==> config.mk <==
export PLATFORM = sky130hd
export DESIGN_NAME = cordic_result_serializer
export DESIGN_NICKNAME = d
export VERILOG_FILES = /design/src/rtl/cordic_result_serializer_pkg.sv /design/src/rtl/cordic_result_serializer_fifo.sv /design/src/rtl/cordic_result_serializer.sv
export SDC_FILE = /design/constraint.sdc
export NUM_CORES = 1
export LEC_CHECK = 0
export ABC_AREA = 0
export ABC_CLOCK_PERIOD_IN_PS = 4080
export BUFFER_PORTS_ARGS = -buffer_cell sky130_fd_sc_hd__buf_4
export CAP_MARGIN = 10
export CORE_ASPECT_RATIO = 1.75
export CORE_MARGIN = 2
export CORE_UTILIZATION = 50
export CTS_CLUSTER_DIAMETER = 120
export DETAILED_ROUTE_END_ITERATION = 8
export PLACE_DENSITY = 0.69
export SKIP_LAST_GASP = 1
export SLEW_MARGIN = 25
export SYNTH_ARGS = -nofsm -noshare
export SYNTH_HDL_FRONTEND = slang
export SYNTH_SLANG_ARGS = --single-unit
==> constraint.sdc <==
create_clock -name i_clk -period 4.08 [get_ports i_clk]
set_input_delay 0.204 -clock i_clk [delete_from_list [all_inputs] [get_ports i_clk]]
set_output_delay 0.204 -clock i_clk [all_outputs]
set_load 0.005 [all_outputs]
==> src/rtl/cordic_result_serializer_pkg.sv <==
// Shared constants, byte-count helper and FSM state type for the CORDIC result serializer.
package pkg_cordic_sincos;

  localparam logic [7:0] SER_SYNC_BYTE = 8'hA5;

  typedef enum logic [1:0] {
    IDLE = 2'd0,
    SYNC = 2'd1,
    SIN  = 2'd2,
    COS  = 2'd3
  } ser_state_t;

  function automatic int ser_nbytes(input int bits);
    return (bits + 32'sd7) / 32'sd8;
  endfunction

endpackage

==> src/rtl/cordic_result_serializer_fifo.sv <==
// Synchronous FIFO of {sin,cos} result pairs; read data is the head entry (first-word fall-through).
module cordic_result_fifo #(
  parameter  int WIDTH = 32,
  parameter  int DEPTH = 4,
  localparam int AW    = $clog2(DEPTH),
  localparam int CW    = $clog2(DEPTH) + 1
) (
  input  logic             clk,
  input  logic             rst_n,
  input  logic             push,
  input  logic [WIDTH-1:0] wr_data,
  input  logic             pop,
  output logic [WIDTH-1:0] rd_data,
  output logic [CW-1:0]    count,
  output logic             empty,
  output logic             full
);

  logic [WIDTH-1:0] mem_r [DEPTH];
  logic [AW-1:0]    wr_ptr_r;
  logic [AW-1:0]    rd_ptr_r;
  logic [CW-1:0]    count_r;
  logic             do_push_s;
  logic             do_pop_s;

  assign empty     = (count_r == {CW{1'b0}});
  assign full      = (count_r == CW'(DEPTH));
  assign count     = count_r;
  assign rd_data   = mem_r[rd_ptr_r];
  assign do_push_s = push & ~full;
  assign do_pop_s  = pop & ~empty;

  // Storage array, written only on an accepted push.
  always_ff @(posedge clk) begin
    if (do_push_s) begin
      mem_r[wr_ptr_r] <= wr_data;
    end
  end

  // Pointers and occupancy; DEPTH is a power of two so pointers wrap naturally.
  always_ff @(posedge clk or negedge rst_n) begin
    if (!rst_n) begin
      wr_ptr_r <= {AW{1'b0}};
      rd_ptr_r <= {AW{1'b0}};
      count_r  <= {CW{1'b0}};
    end else begin
      if (do_push_s) begin
        wr_ptr_r <= wr_ptr_r + AW'(1'b1);
      end
      if (do_pop_s) begin
        rd_ptr_r <= rd_ptr_r + AW'(1'b1);
      end
      case ({do_push_s, do_pop_s})
        2'b10:   count_r <= count_r + CW'(1'b1);
        2'b01:   count_r <= count_r - CW'(1'b1);
        default: count_r <= count_r;
      endcase
    end
  end

endmodule

==> src/rtl/cordic_result_serializer.sv <==
// Buffers CORDIC sin/cos pairs and serializes them MSB-first onto a valid/ready byte stream.
// Optional header byte per record when CORDIC_SER_SYNC_EN is defined.
module cordic_result_serializer
  import pkg_cordic_sincos::*;
#(
  parameter int BITS  = 16,
  parameter int DEPTH = 4
) (
  input  logic            i_clk,
  input  logic            i_rst_n,
  input  logic            i_done,
  input  logic [BITS-1:0] i_sin,
  input  logic [BITS-1:0] i_cos,
  output logic            o_pipeline_en,
  output logic [7:0]      o_tx_data,
  output logic            o_tx_valid,
  input  logic            i_tx_ready,
  output logic            o_busy
);

  localparam int NB = ser_nbytes(BITS);
  localparam int EW = NB * 8;
  localparam int SW = 2 * EW;
  localparam int IW = (NB > 1) ? $clog2(NB) : 1;
  localparam int CW = $clog2(DEPTH) + 1;

`ifdef CORDIC_SER_SYNC_EN
  localparam ser_state_t FIRST_STATE = SYNC;
`else
  localparam ser_state_t FIRST_STATE = SIN;
`endif

  ser_state_t        state_r;
  ser_state_t        state_nxt_s;
  logic [IW-1:0]     idx_r;
  logic [IW-1:0]     idx_nxt_s;
  logic [SW-1:0]     shift_r;
  logic [7:0]        tx_data_r;
  logic              tx_valid_r;
  logic              pop_s;
  logic              accept_s;
  logic              xfer_s;
  logic              last_idx_s;
  logic              fifo_empty_s;
  logic              fifo_full_s;
  logic [CW-1:0]     fifo_count_s;
  logic [2*BITS-1:0] fifo_rd_s;
  logic [EW-1:0]     sin_ext_s;
  logic [EW-1:0]     cos_ext_s;
  logic [7:0]        first_byte_s;

  assign o_pipeline_en = (fifo_count_s != CW'(DEPTH));
  assign accept_s      = i_done & o_pipeline_en;
  assign xfer_s        = tx_valid_r & i_tx_ready;
  assign last_idx_s    = (idx_r == IW'(NB - 1));
  assign o_tx_data     = tx_data_r;
  assign o_tx_valid    = tx_valid_r;
  assign o_busy        = ~fifo_empty_s | (state_r != IDLE);

  assign sin_ext_s = EW'($signed(fifo_rd_s[2*BITS-1:BITS]));
  assign cos_ext_s = EW'($signed(fifo_rd_s[BITS-1:0]));

`ifdef CORDIC_SER_SYNC_EN
  assign first_byte_s = SER_SYNC_BYTE;
`else
  assign first_byte_s = sin_ext_s[EW-1 -: 8];
`endif

  cordic_result_fifo #(
    .WIDTH (2 * BITS),
    .DEPTH (DEPTH)
  ) u_fifo (
    .clk     (i_clk),
    .rst_n   (i_rst_n),
    .push    (accept_s),
    .wr_data ({i_sin, i_cos}),
    .pop     (pop_s),
    .rd_data (fifo_rd_s),
    .count   (fifo_count_s),
    .empty   (fifo_empty_s),
    .full    (fifo_full_s)
  );

  // FSM state and byte index register.
  always_ff @(posedge i_clk or negedge i_rst_n) begin
    if (!i_rst_n) begin
      state_r <= IDLE;
      idx_r   <= {IW{1'b0}};
    end else begin
      state_r <= state_nxt_s;
      idx_r   <= idx_nxt_s;
    end
  end

  // Next state, byte index and FIFO pop; COS end pops directly so records run without a bubble.
  always_comb begin
    state_nxt_s = state_r;
    idx_nxt_s   = idx_r;
    pop_s       = 1'b0;
    case (state_r)
      IDLE: begin
        if (!fifo_empty_s) begin
          pop_s       = 1'b1;
          state_nxt_s = FIRST_STATE;
          idx_nxt_s   = {IW{1'b0}};
        end else begin
          state_nxt_s = IDLE;
        end
      end
      SYNC: begin
        if (xfer_s) begin
          state_nxt_s = SIN;
          idx_nxt_s   = {IW{1'b0}};
        end else begin
          state_nxt_s = SYNC;
        end
      end
      SIN: begin
        if (xfer_s && last_idx_s) begin
          state_nxt_s = COS;
          idx_nxt_s   = {IW{1'b0}};
        end else if (xfer_s) begin
          idx_nxt_s = idx_r + IW'(1'b1);
        end else begin
          idx_nxt_s = idx_r;
        end
      end
      COS: begin
        if (xfer_s && last_idx_s) begin
          idx_nxt_s = {IW{1'b0}};
          if (!fifo_empty_s) begin
            pop_s       = 1'b1;
            state_nxt_s = FIRST_STATE;
          end else begin
            state_nxt_s = IDLE;
          end
        end else if (xfer_s) begin
          idx_nxt_s = idx_r + IW'(1'b1);
        end else begin
          idx_nxt_s = idx_r;
        end
      end
      default: begin
        state_nxt_s = IDLE;
        idx_nxt_s   = {IW{1'b0}};
      end
    endcase
  end

  // Shift register and registered byte output; tx_data always mirrors the byte on offer.
  always_ff @(posedge i_clk or negedge i_rst_n) begin
    if (!i_rst_n) begin
      shift_r    <= {SW{1'b0}};
      tx_data_r  <= 8'h00;
      tx_valid_r <= 1'b0;
    end else if (pop_s) begin
      shift_r    <= {sin_ext_s, cos_ext_s};
      tx_data_r  <= first_byte_s;
      tx_valid_r <= 1'b1;
    end else if (xfer_s) begin
      if (state_nxt_s == IDLE) begin
        tx_data_r  <= 8'h00;
        tx_valid_r <= 1'b0;
      end else if (state_r == SYNC) begin
        tx_data_r <= shift_r[SW-1 -: 8];
      end else begin
        shift_r   <= {shift_r[SW-9:0], 8'h00};
        tx_data_r <= shift_r[SW-9 -: 8];
      end
    end
  end

endmodule

## Word level (Yosys, flattened, before mapping)

Memories as Yosys holds them, arrays and structs flattened.
Cells that the tools add are included.

| word-level totals | value |
|---|---|
| register bits after elaboration | 51 |
| latch bits | 0 |
| bits in writable memories | 128 |
| memory bits (read-only) | 0 |
| bits of input ports | 36 |
| word-level logic and storage cells | 72 |
| memories | 1 |

| cells by class | value |
|---|---|
| $add $sub $neg | 5 |
| multipliers | 0 |
| divide/modulo/power cells | 0 |
| magnitude comparators | 0 |
| equality and inequality tests | 12 |
| shifts and indexed selects | 0 |
| muxes and demuxes | 27 |
| bitwise gates (word level) | 7 |
| reduce and logical (&&, ||, !) cells | 12 |

Memories:

| memory | depth | width | read ports | clocked after memory_dff | wr ports | line | text |
|---|---|---|---|---|---|---|---|
| u_fifo.mem_r | 4 | 32 | 1 | 0 | 1 | cordic_result_serializer_fifo.sv:19 | `logic [WIDTH-1:0] mem_r [DEPTH];` |

Operator list:

| cell | count |
|---|---|
| $mux W32 | 4 |
| $mux W8 | 4 |
| $mux W1 | 11 |
| $mux W2 | 4 |
| $pmux W2 S4 | 1 |
| $reduce_bool A2 Y1 | 4 |
| $eq A2 B2 Y1 const B | 3 |
| $pmux W3 S2 | 1 |
| $reduce_and A3 Y1 | 2 |
| $add A2 B1 Y2 const B | 2 |
| $and A1 B1 Y1 | 4 |
| $eq A2 B1 Y1 const B | 2 |
| $logic_not A2 Y1 | 2 |
| $ne A2 B1 Y1 const B | 2 |
| $ne A2 B2 Y1 const B | 2 |
| $add A3 B1 Y3 const B | 1 |
| $eq A3 B3 Y1 const B | 1 |
| $logic_not A3 Y1 | 1 |
| $ne A3 B1 Y1 const B | 1 |
| $ne A3 B3 Y1 const B | 1 |
| $pmux W1 S3 | 1 |
| $sub A3 B1 Y3 const B | 1 |
| $not A1 Y1 | 2 |
| $pmux W1 S2 | 1 |
| 5 further kinds | 5 |

## Depth between registers and ports, before layout

Gate-level depths: netlist of run 1.

| logic depth | value |
|---|---|
| word-level depth | 8 |
| gate-level depth with buffers | 14 |
| mapped depth without buffers | 11 |

## Modules after synthesis

Synthesis of run 1 repeated with hierarchy kept, for this count alone.

| second synthesis, totals | value |
|---|---|
| cell total of the unflattened synthesis | 440 |
| area total of the unflattened synthesis | 7569.8 um^2 |

Modules (own cells, without submodules):

| module | instances | cells each | area each (um^2) | seq. area each (um^2) |
|---|---|---|---|---|
| cordic_result_fifo | 1 | 205 | 5091.1 | 4018.9 |
| cordic_result_serializer | 1 | 235 | 2478.6 | 1101.1 |

## Worst setup path before layout of run 1

No wires, ideal clock.

| timing | value |
|---|---|
| path kind | reg-to-reg |
| start | register state_r[0] |
| end | register u_fifo.count_r[2] (netlist: u_fifo.count[2]) |
| library setup time | 0.079 ns |
| data arrival time | 2.648 ns |
| required time | 4.001 ns |
| slack | 1.353 ns |
| cell stages (with the launch flop) | 14 |
| clock period less this slack | 2.727 ns |
| cells stage by stage | dfrtp_1 -> inv_1 -> ha_1 -> or3_1 -> buf_6 -> inv_6 -> buf_4 -> buf_2 -> ha_1 -> inv_1 -> fa_1 -> xor2_1 -> nor2_1 -> xor2_1 |

| on the way | value |
|---|---|
| word-level cells in the longest chain between the ends | 5 |
| elaborated cells on any way between the ends | 8 |
| classes of those cells | 3 x eq/ne; 2 x mux; 1 x bitwise; 2 x reduce/logical |

Ends and longest elaborated chain:

| what | line | text |
|---|---|---|
| start, declared | cordic_result_serializer.sv:33 | `ser_state_t state_r;` |
| start signal, assigned | cordic_result_serializer.sv:90 | `state_r <= state_nxt_s;` |
| $eq A2 B2 Y1 / $logic_not A2 Y1 (equally long branches) | cordic_result_serializer.sv:100 | `case (state_r)` |
| $pmux W1 S2 * | cordic_result_serializer.sv:100 |  |
| $and A1 B1 Y1 * | cordic_result_serializer_fifo.sv:31 | `assign do_pop_s = pop & ~empty;` |
| named net u_fifo.do_pop_s | cordic_result_serializer_fifo.sv:24 | `logic do_pop_s;` |
| $eq A2 B1 Y1 / $eq A2 B2 Y1 (equally long branches) | cordic_result_serializer_fifo.sv:53 | `case ({do_push_s, do_pop_s})` |
| $pmux W3 S2 / $reduce_bool A2 Y1 (equally long branches) | - |  |
| end signal, assigned | cordic_result_serializer_fifo.sv:54 | `2'b10: count_r <= count_r + CW'(1'b1);` |
| end signal, assigned | cordic_result_serializer_fifo.sv:55 | `2'b01: count_r <= count_r - CW'(1'b1);` |
| end signal, assigned | cordic_result_serializer_fifo.sv:56 | `default: count_r <= count_r;` |
| end, declared | cordic_result_serializer_fifo.sv:22 | `logic [CW-1:0] count_r;` |

Mark *: on every way through the listed nets, which the timed path passes. The rest lies on a longest branch.
A chain may end at the register's enable or synchronous reset.

## Worst setup path in the final report of run 1

| timing | value |
|---|---|
| start | register state_r[0] |
| end | register u_fifo.count_r[2] (netlist: u_fifo.count[2]) |

| on the way | value |
|---|---|
| word-level cells in the longest chain between the ends | 5 |
| elaborated cells on any way between the ends | 8 |
| classes of those cells | 3 x eq/ne; 2 x mux; 1 x bitwise; 2 x reduce/logical |

Ends and longest elaborated chain:

| what | line |
|---|---|
| $eq A2 B2 Y1 / $logic_not A2 Y1 (equally long branches) | cordic_result_serializer.sv:100 |
| $pmux W1 S2 * | cordic_result_serializer.sv:100 |
| $and A1 B1 Y1 * | cordic_result_serializer_fifo.sv:31 |
| $eq A2 B1 Y1 / $eq A2 B2 Y1 (equally long branches) | cordic_result_serializer_fifo.sv:53 |
| $pmux W3 S2 / $reduce_bool A2 Y1 (equally long branches) | - |

Every way passes the cells marked *; elsewhere a longest branch is shown, timed or not.

==> impl_metrics.json, run 1 <==
{
  "cts_num_sinks": 179,
  "p_int_mw": 4.45,
  "cts-root-buf": "clkbuf_16",
  "synth.net_count": 499,
  "synth_cells": 450,
  "numCtsBuffers": 17,
  "antenna_found_initial": 0,
  "cp.arrival_ns": 3.07,
  "yosys.area.top_type": "edfxtp_1",
  "track_usage": 0.189,
  "avgRoutedWirePerCell_um": 18.7,
  "dieHeight_um": 166,
  "first_iter_violations": 244,
  "cts_resized": 0,
  "worstPathMaxFanout": 30,
  "core-area_um2": 14800,
  "dp_cells": 666,
  "skew_ns": 0.0110,
  "yosysWarnings": 0,
  "power.switching_mw": 2.07,
  "finalNonFillerCells": 731,
  "max_freq_ghz": 0.366,
  "worstPathCellList": "inv_1, ha_1, or3_1, inv_6, ha_1, inv_1, fa_1, xor2_1, nor2_1, xor2_1",
  "clockBufferDepth": 2,
  "critical_path_required_ns": 4.42,
  "io_buffers": 46,
  "dr.pass1.iters": 4,
  "final-hold-violation-count": 0,
  "start_util": 0.506,
  "synth.area.top_cells": "edfxtp_1 (51%), dfrtp_1 (17%), mux4_2 (9.6%)",
  "critical-path-max-stage-delay_ns": 0.45,
  "slew_headroom": 0.581,
  "final_cell_mix": "edfxtp_1 (128), nand2_1 (71), buf_4 (54)",
  "final-max-slew-violation-count": 0,
  "area_growth_pct": 18.6,
  "setup_violations": 0,
  "clk_pin_slew_worst_paths_ns": 0.07,
  "finalWirelength_um": 13600,
  "hold_path.class": "input port to flop",
  "period_share": 0.669,
  "crit_path_end_kind": "flop",
  "place_hpwl_um": 9030,
  "p_comb_frac": 0.338,
  "synth.top_cell.area_share": 0.514,
  "vias": 4003,
  "grt_max_degree": 52,
  "via_per_inst": 5.48,
  "cts_htree_levels": 4,
  "setup_tns_ns": 0,
  "p_per_area_nw_per_um2": 735,
  "status": "completed",
  "whs_ns": 0.0661,
  "cts_setup_buffers": 0,
  "clock_latency_ns": 0.42,
  "tightest_slew_ns": 0.628,
  "ant_nets": 0,
  "ios": 47,
  "drv_cap": 0,
  "rsz0062_at_grt": "false",
  "diodes": 0,
  "fp.dieW_um": 96.4,
  "synth_seq_cells": 179,
  "cts_tree": "built",
  "drc": 0,
  "peakVddDrop_mv": 0.367,
  "grt_pass1_wl_um": 22500,
  "gp_congestion": 0.835,
  "worst_path_max_delay_cell": "dfrtp_1",
  "clock_power_share": 0.245,
  "seq_area_frac_synth": 0.685,
  "fin_nets": 584,
  "p_leak_nw": 3.43,
  "grt_pass1_vias": 4296,
  "critPathLaunchType": "flop",
  "ys_types": 41,
  "switching_share": 0.318,
  "final_common_cell": "edfxtp_1",
  "drive_above_1_share": 0.272,
  "finalPower_mw": 6.52,
  "critPathKind": "flop to flop",
  "period_needed_ns": 2.73,
  "overflow": 0,
  "synth_area_um2": 7480,
  "power_frac_seq": 0.417,
  "row_count": 59,
  "syn_area_per_cell_um2": 16.6,
  "dieArea_um2": 16000
}
-- final timing paths --
check / slack [ns] / start / cells past startpoint / to
max reg2reg: 1.35 / state_r[0] / 10 / u_fifo.count[2]
max: 1.35 / state_r[0] / 10 / u_fifo.count[2]
min reg2reg: 0.51 / shift_r[9] / 1 / shift_r[9]
min in group asynchronous: 0.34 / i_rst_n / 2 / o_tx_data[3]
min: 0.07 / i_tx_ready / 2 / o_tx_valid
max in group asynchronous: 3.26 / i_rst_n / 2 / u_fifo.rd_ptr_r[0]
-- kinds of logic (layout without fill, tap and decap cells) --
logic type,Yosys count,in the layout,synth area share
adders and majority gates,13,13,0.0228
and+or+nand+nor,100,100,0.0617
buffers and inverters,41,139,0.0313
muxes,64,64,0.149
xor gates and xnor gates,6,6,0.00703
AOI/OAI and AO/OA,47,47,0.0432
DFF,179,179,0.685
-- critical path: cells and delay by family (launching register included) --
| kind | cells | cell delay (ns) |
|---|---|---|
| simple gates | 2 | 0.56 |
| buf+inv | 3 | 0.42 |
| fa+ha+maj | 3 | 0.91 |
| xor+xnor | 2 | 0.31 |
| flops | 1 | 0.45 |
-- final cells by class --
type / instances / area [um2]
fill: 1116 / 5890
tap: 183 / 229
sequential: 179 / 5120
inverter: 20 / 80.1
clock inverter: 12 / 145
multi-input combinational: 230 / 2120
clock buffer: 20 / 437
timing repair buffer: 87 / 736
-- synthesized netlist by cell type, drive strengths merged --
library cell and count:
and3 5, and2 10, buf 14, o221ai 1, a41oi 2, nand2b 1, a21bo 2, dfrtp 51
nor3 4, nand2 71, xor2 2, xnor2 4, a31oi 3, clkbuf 7, mux2i 8, or3 1
a22oi 1, a221oi 1, o21ai 14, fa 1, nor2 6, edfxtp 128, a211oi 1, mux2 24
a21o 1, inv 20, nand3 2, a21oi 12, a221o 8, o211ai 1, mux4 32, ha 12
-- power by group through the flow --
stage	combinational (mW)	clock, mW	sequential [mW]
finish	2.20	1.60	2.72
floorplan	1.82	0	2.63
CTS	2.25	1.64	2.72
global placement	2.15	0	2.72
detailed placement	2.22	0	2.75
global route	2.43	1.71	2.77
-- what timing repair did --
item                                   4_1_cts  5_1_grt
setup endpoints to repair                    0        0
hold buffers                                33        0
endpoints found under the hold margin      179        0
-- state kept, by name, summed over array words and instances (netlist names) --
name             cells
shift_r             32
idx_r                1
u_fifo.rd_ptr_r      2
o_tx_valid           1
o_tx_data            8
state_r              2
u_fifo.mem_r       128
u_fifo.wr_ptr_r      2
u_fifo.count         3
-- layer usage --
metal  global-route usage  share of wire  vias up
li1                     -              -     1858
met1                0.225           0.38     2061
met2                0.333           0.58       72
met3               0.0413          0.023       12
met4               0.0618          0.014        0
met5                    0              0        -
-- through the flow --
step	setup slack, ns	instance area, um2	util
2_1_floorplan	1.35	7480	-
3_3_place_gp	1.46	7960	0.539
3_5_place_dp	1.37	7960	0.539
4_1_cts	1.36	8870	0.601
5_1_grt	1.19	8870	0.601
6_report	1.35	8870	0.601
No activity file was read; power rests on OpenSTA's default activity.
==> run 2: changes to the inputs <==
- ABC_CLOCK_PERIOD_IN_PS: 4080 -> 2500
- PLACE_DENSITY: 0.69 -> 0.71
- clock period: 4.08 -> 2.5 ns (I/O delays scaled with it)
==> run 2 against run 1 <==
Compared with the run above:
- global-route usage is essentially flat
- power up 67%
- cell count grew 0.68%
- via count increased by 0.60%
- maximum frequency is 14% higher
- sequential share of layout area is 0.85 points lower
- clock skew shrank 0.0017 ns
- register-to-register slack got worse by 1.3 ns
- largest power group unchanged
- critical path depth grew 1
- first-iteration DRC count grew 27%
- setup slack got worse by 1.3 ns
==> impl_metrics.json, run 2 (same netlist as run 1, synthesis figures left out) <==
{
  "dr.pass1.iters": 4,
  "worstPathMaxFanout": 11,
  "fin_nets": 589,
  "skew_ns": 0.00928,
  "worst_path_max_delay_cell": "or3_1",
  "whs_ns": 0.126,
  "critPathLaunchType": "flop",
  "rsz0062_at_grt": "false",
  "clk_pin_slew_worst_paths_ns": 0.06,
  "dieHeight_um": 166,
  "track_usage": 0.189,
  "dp_cells": 670,
  "drc": 0,
  "setup_violations": 0,
  "final_cell_area_um2": 9010,
  "drive_above_1_share": 0.293,
  "post-route-util": 0.610,
  "pre_cts_ws_ns": 0.102,
  "via_per_inst": 5.47,
  "period_share": 0.960,
  "worstPathCellList": "inv_2, ha_4, a41oi_2, or3_1, inv_6, ha_4, inv_2, fa_2, xor2_1, nor2_1, xor2_1",
  "cp_top_family": "adder cells",
  "placed_cell_area_um2": 8060,
  "cp_num_buf_inv": 3,
  "max_freq_ghz": 0.417,
  "cts_htree_levels": 4,
  "path_depth": 11,
  "fillerInstances": 1109,
  "clockBufferDepth": 2,
  "crit_path_end_kind": "flop",
  "hold_depth": 3,
  "tightest_slew_ns": 0.650,
  "grt_pass1_wl_um": 22700,
  "cts-root-buf": "clkbuf_16",
  "cts_setup_buffers": 0,
  "p_leak_nw": 3.47,
  "fin_ws_ns": 0.101,
  "core-area_um2": 14800,
  "finalNonFillerCells": 736,
  "start_util": 0.506,
  "row_count": 59,
  "critical-path-max-stage-delay_ns": 0.47,
  "dieArea_um2": 16000,
  "area_growth_pct": 20.5,
  "final-hold-violation-count": 0,
  "fp.dieW_um": 96.4,
  "gp_congestion": 0.794,
  "drv_cap": 0,
  "ant_nets": 0,
  "first_iter_violations": 311,
  "final_cell_mix": "edfxtp_1 (128), nand2_1 (71), buf_4 (56)",
  "place_hpwl_um": 8960,
  "cp.arrival_ns": 2.73,
  "diodes": 0,
  "vias": 4027,
  "finalPower_mw": 10.9,
  "io_buffers": 46,
  "antenna_found_initial": 0,
  "critPathKind": "flop to flop",
  "numCtsBuffers": 17,
  "timing.rr.end": "u_fifo.count[2]",
  "finalWirelength_um": 13800,
  "hold_path.class": "input port to flop",
  "status": "completed",
  "critical_path_required_ns": 2.83,
  "r2r_cells": 11,
  "slew_headroom": 0.567,
  "clock_latency_ns": 0.41,
  "setup_tns_ns": 0,
  "top_register": "u_fifo.mem_r",
  "regToRegSetupSlack_ns": 0.10,
  "min_to": "u_fifo.wr_ptr_r[0]",
  "final_common_cell": "edfxtp_1",
  "hold_start": "i_done",
  "cts_tree": "built",
  "largest_reg_flops": 128,
  "avgRoutedWirePerCell_um": 18.8,
  "final-max-slew-violation-count": 0,
  "peakVddDrop_mv": 0.551,
  "timing.rr.start": "state_r[1]",
  "overflow": 0,
  "cts_num_sinks": 179,
  "ios": 47,
  "period_needed_ns": 2.40,
  "grt_max_degree": 52,
  "grt_pass1_vias": 4344,
  "p_per_area_nw_per_um2": 1210
}
run 2: final cells by class:
| cell class | instances | area (um2) | share of cell area |
|---|---|---|---|
| clock inverter | 14 | 174 | 0.0193 |
| multi-input combinational | 230 | 2170 | 0.241 |
| timing repair buffer | 92 | 801 | 0.0889 |
| inverter | 20 | 80.1 | 0.00889 |
| clock buffer | 18 | 429 | 0.0476 |
| sequential | 179 | 5120 | 0.569 |
| tap | 183 | 229 | 0.0254 |
run 2: per-layer routing:
layer	part of all wire	up-vias	GRT usage
met1	0.38	2075	0.226
met4	0.025	0	0.0735
li1	-	1864	-
met2	0.57	70	0.330
met3	0.021	18	0.0340
met5	0	-	0
run 2: worst min-delay path: cells and delay by family:
family | cells | cell delay (ns)
buffers and inverters | 1 | 0.09
and+or+nand+nor | 1 | 0.20
xor gates and xnor gates | 1 | 0.08
run 2: worst max-delay path by stage:
| stage | start | endpoint | slack (ns) |
|---|---|---|---|
| floorplan | state_r[1] | u_fifo.count[2] | -0.005 |
| global placement | state_r[0] | u_fifo.count[2] | 0.17 |
| detailed placement | state_r[1] | u_fifo.count[2] | 0.10 |
| CTS | state_r[1] | u_fifo.count[2] | 0.09 |
| global route | state_r[1] | u_fifo.count[2] | 0.004 |
| finish | state_r[1] | u_fifo.count[2] | 0.10 |
run 2: power by group:
group          total, mW  switching (mW)  internal [mW]
sequential          4.42           0.405           4.02
combinational       3.77            1.92           1.85
clock               2.68            1.09           1.59
run 2: repair_timing:
action / CTS / global route
hold buffers: 34 / 0
hold endpoints to repair: 180 / 0
gates resized for setup: 0 / 0
==> run 3: changes to the inputs <==
- SETUP_SLACK_MARGIN: default -> 0.4
==> run 3 against run 2 <==
Compared with the run above:
- cell count is 3.3% higher
- combinational power is 22% higher
- sequential power hardly changed
- register-to-register slack better by 0.14 ns
- maximum frequency is 6.1% higher
- utilization is 2.2 points higher
- first-iteration DRC count is 25% lower
- critical path depth is 1 lower
- critical endpoint unchanged
- highest routed layer unchanged
==> impl_metrics.json, run 3 (same netlist as run 1, synthesis figures left out) <==
{
  "status": "completed",
  "placed_cell_area_um2": 8060,
  "worst_path_max_delay_cell": "dfrtp_2",
  "place_hpwl_um": 8970,
  "overflow": 0,
  "area_growth_pct": 24.9,
  "tightest_slew_ns": 0.664,
  "regArea_um2": 5120,
  "peakVddDrop_mv": 0.692,
  "row_count": 59,
  "fillerInstances": 1063,
  "ios": 47,
  "cp.arrival_ns": 2.61,
  "period_share": 0.905,
  "max_freq_ghz": 0.442,
  "skew_ns": 0.0166,
  "multi_input_area_um2": 2270,
  "slew_headroom": 0.557,
  "drv_cap": 0,
  "fp.dieW_um": 96.4,
  "dieArea_um2": 16000,
  "clock_latency_ns": 0.42,
  "cts_tree": "built",
  "setup_violations": 0,
  "period_needed_ns": 2.26,
  "cp_num_buf_inv": 3,
  "critPathLaunchType": "flop",
  "antenna_found_initial": 0,
  "drc": 0,
  "cts_htree_levels": 4,
  "drive_above_1_share": 0.355,
  "largest_reg_flops": 128,
  "grt_pass1_vias": 4530,
  "final_common_cell": "edfxtp_1",
  "finalWirelength_um": 14800,
  "cts_num_sinks": 179,
  "clockBufferDepth": 2,
  "critical-path-max-stage-delay_ns": 0.46,
  "final_cell_mix": "edfxtp_1 (128), nand2_1 (70), buf_4 (68)",
  "top_register": "u_fifo.mem_r",
  "via_per_inst": 5.54,
  "diodes": 0,
  "core-area_um2": 14800,
  "r2r_cells": 10,
  "whs_ns": 0.122,
  "vias": 4213,
  "p_per_area_nw_per_um2": 1230,
  "numCtsBuffers": 17,
  "worstPathMaxFanout": 5,
  "rsz0062_at_grt": "true",
  "cts-root-buf": "clkbuf_16",
  "grt_max_degree": 52,
  "critPathKind": "flop to flop",
  "grt_pass1_wl_um": 23600,
  "worstPathCellList": "inv_4, ha_4, or3_4, inv_8, ha_4, inv_2, fa_2, xor2_1, nor2_1, xor2_1",
  "crit_path_end_kind": "flop",
  "hold_depth": 3,
  "path_depth": 10,
  "final-hold-violation-count": 0,
  "dieHeight_um": 166,
  "gp_congestion": 0.786,
  "hold_path.class": "input port to flop",
  "ant_nets": 0,
  "final-max-slew-violation-count": 0,
  "first_iter_violations": 233,
  "io_buffers": 46,
  "final_cell_area_um2": 9340,
  "cp_top_family": "adder cells",
  "fin_nets": 613,
  "start_util": 0.506,
  "clk_pin_slew_worst_paths_ns": 0.07,
  "avgRoutedWirePerCell_um": 19.4,
  "dr.pass1.iters": 7,
  "critical_path_required_ns": 2.85,
  "track_usage": 0.201,
  "p_leak_nw": 3.62
}
==> run 3: cell types whose count changed in the layout (fill, tap and decap cells not counted), sizes merged <==
cell,previous run,this run
inv,25,23
buf,58,81
bufbuf,0,1
bufinv,3,1
clkinvlp,0,3
clkbuf,18,19
==> run 3: final timing paths <==
kind                         startpoint                  to  slack (ns)
max                          state_r[0]     u_fifo.count[2]        0.24
min                              i_done  u_fifo.wr_ptr_r[0]        0.12
max reg2reg                  state_r[0]     u_fifo.count[2]        0.24
min reg2reg                o_tx_data[7]        o_tx_data[7]        0.51
max in group asynchronous       i_rst_n          state_r[0]        1.74
min in group asynchronous       i_rst_n        o_tx_data[5]        0.26
==> run 3: metrics by stage <==
| step | cells | total power [mW] | utilization | setup WS [ns] | setup TNS, ns |
|---|---|---|---|---|---|
| 4_1_cts | 756 | 11.4 | 0.628 | 0.252 | 0 |
| 3_3_place_gp | 670 | 8.08 | 0.546 | 0.171 | 0 |
| 3_5_place_dp | 670 | 8.25 | 0.546 | 0.0598 | 0 |
| 6_report | 760 | 11.5 | 0.633 | 0.239 | 0 |
| 2_1_floorplan | 450 | 7.34 | - | -0.00454 | -0.00454 |
| 5_1_grt | 760 | 12.1 | 0.633 | 0.180 | 0 |
==> run 3: layer usage <==
layer | vias up | GRT usage | routed length [um] | share of wire
li1 | 1918 | - | - | -
met1 | 2157 | 0.232 | 5570 | 0.38
met2 | 100 | 0.340 | 8200 | 0.55
met3 | 38 | 0.0431 | 393 | 0.027
met4 | 0 | 0.110 | 611 | 0.041
met5 | - | 0 | 0 | 0
==> run 3: report_power, final <==
part	total, mW	leakage, nW	switching, mW	internal, mW
registers	4.44	1.82	0.418	4.02
clock network	2.51	0.267	1.12	1.39
logic	4.59	1.54	2.18	2.41
==> run 3: final cells by class <==
type                    instances  area share
clock inverters                13      0.0138
repair buffers                116       0.114
inverters                      20     0.00938
flip-flops and latches        179       0.549
well taps                     183      0.0245
clock buffers                  19      0.0464
multi-input cells             230       0.243
==> run 3: repair_timing <==
action | CTS | global route
cloned | 1 | 0
gates resized for setup | 29 | 20
pin swaps | 8 | 15
hold buffers | 34 | 0
setup endpoints to repair | 42 | 42
endpoints found under the hold margin | 180 | 0
setup buffers | 19 | 4
==> run 3: tightest hold or removal path: stages <==
cell,delay (ns)
buf_4,0.10
and2_1,0.20
xnor2_1,0.08
